<file path="src/rtl/envelope_follower.sv">
// Peak envelope follower: rectifies each frame's sample and moves env toward it
// with attack/release coefficients, a peak-hold window and a serial multiplier.
module envelope_follower #(
    parameter int BITSIZE  = 16,
    parameter int HOLDBITS = 12
) (
    input  logic                       bclk,
    input  logic                       rst_n,
    input  logic                       lrclk,
    input  logic signed [BITSIZE-1:0]  in,
    input  logic        [BITSIZE-1:0]  attack,
    input  logic        [BITSIZE-1:0]  releas,
    input  logic        [HOLDBITS-1:0] hold,
    output logic        [BITSIZE-1:0]  env,
    output logic                       valid,
    output logic                       overrun
);
    localparam int W  = BITSIZE;
    localparam int CW = $clog2(W + 1);
    localparam logic [W-1:0]  ENV_MAX  = {1'b0, {(W-1){1'b1}}};
    localparam logic [W-1:0]  NEG_FS   = {1'b1, {(W-1){1'b0}}};
    localparam logic [CW-1:0] CNT_LAST = CW'(W - 1);

    typedef enum logic [2:0] {IDLE, RECT, SELECT, MUL, SCALE, UPDATE} state_t;
    state_t state, state_nxt;

    logic                lrclk_d;
    logic [W-1:0]        s_in, s_att, s_rel;
    logic [HOLDBITS-1:0] s_hold, holdcnt;
    logic [W-1:0]        mag, diff, coef, step;
    logic                dir_up;
    logic [2*W-1:0]      prod;
    logic [CW-1:0]       cnt;

    logic                lr_rise;
    logic [W-1:0]        sel_diff, sel_coef, neg_in;
    logic                sel_up, sel_reload, sel_hold;
    logic [W:0]          psum, upsum;

    assign lr_rise = lrclk & ~lrclk_d;
    assign neg_in  = -s_in;
    assign psum    = {1'b0, prod[2*W-1:W]} + {1'b0, (prod[0] ? diff : '0)};
    assign upsum   = {1'b0, env} + {1'b0, step};

    // Peak beats hold, hold beats release.
    always_comb begin
        sel_up     = 1'b0;
        sel_reload = 1'b0;
        sel_hold   = 1'b0;
        sel_diff   = '0;
        sel_coef   = '0;
        if (mag > env) begin
            sel_up     = 1'b1;
            sel_reload = 1'b1;
            sel_diff   = mag - env;
            sel_coef   = s_att;
        end else if (holdcnt != '0) begin
            sel_hold   = 1'b1;
        end else begin
            sel_diff   = env - mag;
            sel_coef   = s_rel;
        end
    end

    always_ff @(posedge bclk or negedge rst_n) begin
        if (!rst_n) state <= IDLE;
        else        state <= state_nxt;
    end

    always_comb begin
        state_nxt = state;
        case (state)
            IDLE:    if (lr_rise) state_nxt = RECT;
            RECT:    state_nxt = SELECT;
            SELECT:  state_nxt = MUL;
            MUL:     if (cnt == CNT_LAST) state_nxt = SCALE;
            SCALE:   state_nxt = UPDATE;
            UPDATE:  state_nxt = IDLE;
            default: state_nxt = IDLE;
        endcase
    end

    always_ff @(posedge bclk or negedge rst_n) begin
        if (!rst_n) begin
            lrclk_d <= 1'b0;
            s_in    <= '0;
            s_att   <= '0;
            s_rel   <= '0;
            s_hold  <= '0;
            holdcnt <= '0;
            mag     <= '0;
            diff    <= '0;
            coef    <= '0;
            step    <= '0;
            dir_up  <= 1'b0;
            prod    <= '0;
            cnt     <= '0;
            env     <= '0;
            valid   <= 1'b0;
            overrun <= 1'b0;
        end else begin
            lrclk_d <= lrclk;
            valid   <= 1'b0;
            if (lr_rise && state != IDLE) overrun <= 1'b1;
            case (state)
                IDLE: begin
                    if (lr_rise) begin
                        s_in   <= in;
                        s_att  <= attack;
                        s_rel  <= releas;
                        s_hold <= hold;
                    end
                end
                RECT: begin
                    if (s_in == NEG_FS)  mag <= ENV_MAX;
                    else if (s_in[W-1]) mag <= neg_in;
                    else                mag <= s_in;
                end
                SELECT: begin
                    dir_up <= sel_up;
                    diff   <= sel_diff;
                    coef   <= sel_coef;
                    prod   <= {{W{1'b0}}, sel_coef};
                    cnt    <= '0;
                    if (sel_reload)    holdcnt <= s_hold;
                    else if (sel_hold) holdcnt <= holdcnt - HOLDBITS'(1);
                end
                MUL: begin
                    // Multiplier sits in the low half and shifts out as the sum shifts in.
                    prod <= {psum, prod[W-1:1]};
                    cnt  <= cnt + CW'(1);
                end
                SCALE: begin
                    if (prod[2*W-1:W] == '0 && diff != '0 && coef != '0)
                        step <= W'(1);
                    else
                        step <= prod[2*W-1:W];
                end
                UPDATE: begin
                    if (dir_up)
                        env <= (upsum > {1'b0, ENV_MAX}) ? ENV_MAX : upsum[W-1:0];
                    else
                        env <= (step > env) ? '0 : env - step;
                    valid <= 1'b1;
                end
                default: ;
            endcase
        end
    end
endmodule

</file>
<file path="config.mk">
export PLATFORM = sky130hd
export DESIGN_NAME = envelope_follower
export DESIGN_NICKNAME = d
export VERILOG_FILES = /design/src/rtl/envelope_follower.sv
export SDC_FILE = /design/constraint.sdc
export NUM_CORES = 1
export LEC_CHECK = 0
export BUFFER_PORTS_ARGS = -buffer_cell sky130_fd_sc_hd__buf_2
export CAP_MARGIN = 5
export CORE_MARGIN = 3
export CORE_UTILIZATION = 53
export DETAILED_ROUTE_END_ITERATION = 10
export PLACE_DENSITY_LB_ADDON = 0.1
export SLEW_MARGIN = 10
export SYNTH_ARGS = -nofsm -noshare
export SYNTH_HDL_FRONTEND = slang
export SYNTH_SLANG_ARGS = --single-unit
</file>
<file path="constraint.sdc">
create_clock -name bclk -period 3.7 [get_ports bclk]
set_clock_uncertainty 0.2 [all_clocks]
set_input_delay 0.185 -clock bclk [delete_from_list [all_inputs] [get_ports bclk]]
set_output_delay 0.185 -clock bclk [all_outputs]
set_load 0.02 [all_outputs]
</file>
==> out/metrics.cfg <==
[synth]
synthesis.area_mm2=0.01227
ys_seq_area_share_pct=39.98
synth.distinct_cells=77
synth_top_cells_by_area=dfrtp_1, ha_1, mux2_2, nand2_1, a21oi_1
synthFlopType=dfrtp_1
yosys.area.top_type=dfrtp_1
synth_top_area_share_pct=39.98
async_reset_ff_share_pct=100.0
synth_edf_count=0
postSynthAreaPerCell_um2=9.287
postSynthRegisterBits=196
synth_nets=1472
yosysWarningCount=0
synth_cells=1321
yosysMostFrequentCell=dfrtp_1
yosys-top-cells-count=dfrtp_1, nand2_1, inv_1

[global_routing]
track_usage_pct=27.13
grt_max_degree=69
grt_pass1_vias=10110
grt_overflow_total=0
grt_pass1_wl_um=53950
antenna_found_initial=0

[drt]
ant_nets=0
routed_wl_um=33210
drc=0
firstDrtPassIters=8
post_drt_wl_per_cell_um=19.13
avgViaCountPerCell=6.044
drt_iter0_markers=790
dr_total_vias=10490

[final_layout]
largest_reg_flops=32
syn_to_final_growth_pct=15.92
antenna_cells=0
final_cells=1736
drive_gt1_share_pct=15.16
post-route-cell-area_mm2=0.01422
finalNetCount=1589
largest_register=prod

[pwr]
p_seq_share_pct=33.1
power_density_mw_per_mm2=748.5
power.leakage_nw=6.645
internal-power_mw=5.885
combPwrFrac_pct=48.5
clkPwrFrac_pct=18.4
p_sw_share_pct=44.71
total_power_mw=10.64
p_sw_mw=4.759
peakVddDrop_mv=0.3183

[die]
start_util_pct=54.02
num_io_pins=81
dieWidth_um=158.1
dieArea_mm2=0.02501
num_rows=55
die_h_um=158.1
core_mm2=0.02271

[timing]
rsz0062_at_grt=false
final_max_slew_viol_count=0
post-route-period-util_pct=94.94
fin_setup_tns_ps=0
hold_violations=0
max_freq_mhz=284.7
worstMarginPinSlew_ps=866.2
setup_viol=0
layout_min_cycle_time_ps=3513
slew_headroom_pct=42.15

[cts]
cts_buffers=17
clkSlewWorstSetupHoldPaths_ps=90
insertion_delay_ps=450
h-tree-depth=4
cts.sinks=196
ctsLongestPathBuffers=2
root_buffer=clkbuf_16
cts_tree=yes

[critical_path]
required_ps=3810
crit_type=flip-flop to flip-flop
crit_fanout=5
cp.arrival_ps=3620
start_kind=flip-flop
cp-end-kind=flip-flop

[run]
cap_violations=0

[placed_design]
place_area_mm2=0.01297
io_buffers=80
place_congestion=1.002
dp.cells=1642
dp_hpwl_um=23820

[run_status]
outcome=finished, final reports clean

[worst_hold_path]
hp-class=input port to asynchronous set/reset pin

## power groups by stage
| stage | registers (mW) | logic, mW | clock network [mW] |
|---|---|---|---|
| final | 3.52 | 5.16 | 1.96 |
| after global placement | 3.53 | 4.96 | 0 |
| after floorplan | 3.26 | 3.85 | 0 |
| after detailed placement | 3.54 | 5.03 | 0 |
| after CTS | 3.51 | 5.12 | 2.00 |
| after global routing | 3.61 | 5.76 | 2.08 |
## logic make-up after synthesis
logic type               count (synthesis)  share of synthesized area (%)
XOR/XNOR                                39                          2.784
multiplexers                            69                          6.242
adder cells (fa/ha/maj)                 88                          9.281
AO/OA/AOI/OAI                          367                          20.52
buffers and inverters                  158                          5.140
AND/OR/NAND/NOR                        404                          16.05
flip-flops                             196                          39.98
## cell usage in the layout, fill, tap and decap left out, types with 25 or more instances in the layout
master / Yosys / final
mux2_2: 60 / 60
inv_1: 86 / 86
a21oi_1: 75 / 75
buf_4: 0 / 25
nor2_1: 82 / 80
a21o_1: 27 / 27
o21ai_0: 74 / 74
dlygate4sd3_1: 0 / 62
ha_1: 83 / 83
buf_2: 17 / 79
nand2_1: 135 / 135
nand3_1: 36 / 36
dfrtp_1: 196 / 194
## path summary, 6_finish.rpt
path                                      from              endpoint  slack, ps  cells past startpoint
hold reg to reg            overrun$_DFFE_PN0P_   overrun$_DFFE_PN0P_        260                      1
max in group asynchronous                rst_n   prod[0]$_DFFE_PN0P_       2270                      3
hold / removal                           rst_n    env[4]$_DFFE_PN0P_         90                      2
setup / recovery            env[0]$_DFFE_PN0P_  diff[12]$_DFFE_PN0P_        190                     12
setup reg to reg            env[0]$_DFFE_PN0P_  diff[12]$_DFFE_PN0P_        190                     12
min in group bclk                        lrclk     lrclk_d$_DFF_PN0_        190                      2
## final cells by class
cell class,instances,area (um2)
fill,1920,8488
multi-input combinational,967,6743
sequential,196,4907
timing repair buffer,169,1257
clock buffer,18,439.2
tap,285,356.6
inverter,87,326.6
clock inverter,14,191.4
## critical path, cell delays in order (launching register included)
cell	delay [ps]
dfrtp_1	430
inv_1	100
ha_1	180
inv_1	60
fa_1	400
a21o_1	170
a21o_1	220
a221o_1	430
a221o_1	400
and3_1	200
o211a_1	210
a211oi_1	260
o21ai_1	90
## per-stage QoR
| step | util [%] | setup WS [ps] | hold slack [ps] |
|---|---|---|---|
| floorplan | - | 501.4 | -310.6 |
| global placement | 57.10 | 268.7 | 14.96 |
| detailed placement | 57.10 | 206.0 | 15.87 |
| CTS | 62.61 | 181.2 | 100.3 |
| global route | 62.62 | 6.866 | 121.3 |
| finish | 62.62 | 187.3 | 85.01 |
## what timing repair did
item	CTS	global route
setup endpoints to repair	0	3
resized for setup	0	2
setup buffers	0	0
hold buffers	62	0
hold endpoints to repair	118	0
## layer usage
metal / wire, um / part of all wire (%) / track usage [%]
met1: 15190 / 46 / 39.22
met2: 15630 / 47 / 43.09
met3: 1636 / 4.9 / 3.609
met4: 760 / 2.3 / 7.579
met5: 0 / 0 / 0
No activity file was read; power rests on OpenSTA's default activity.
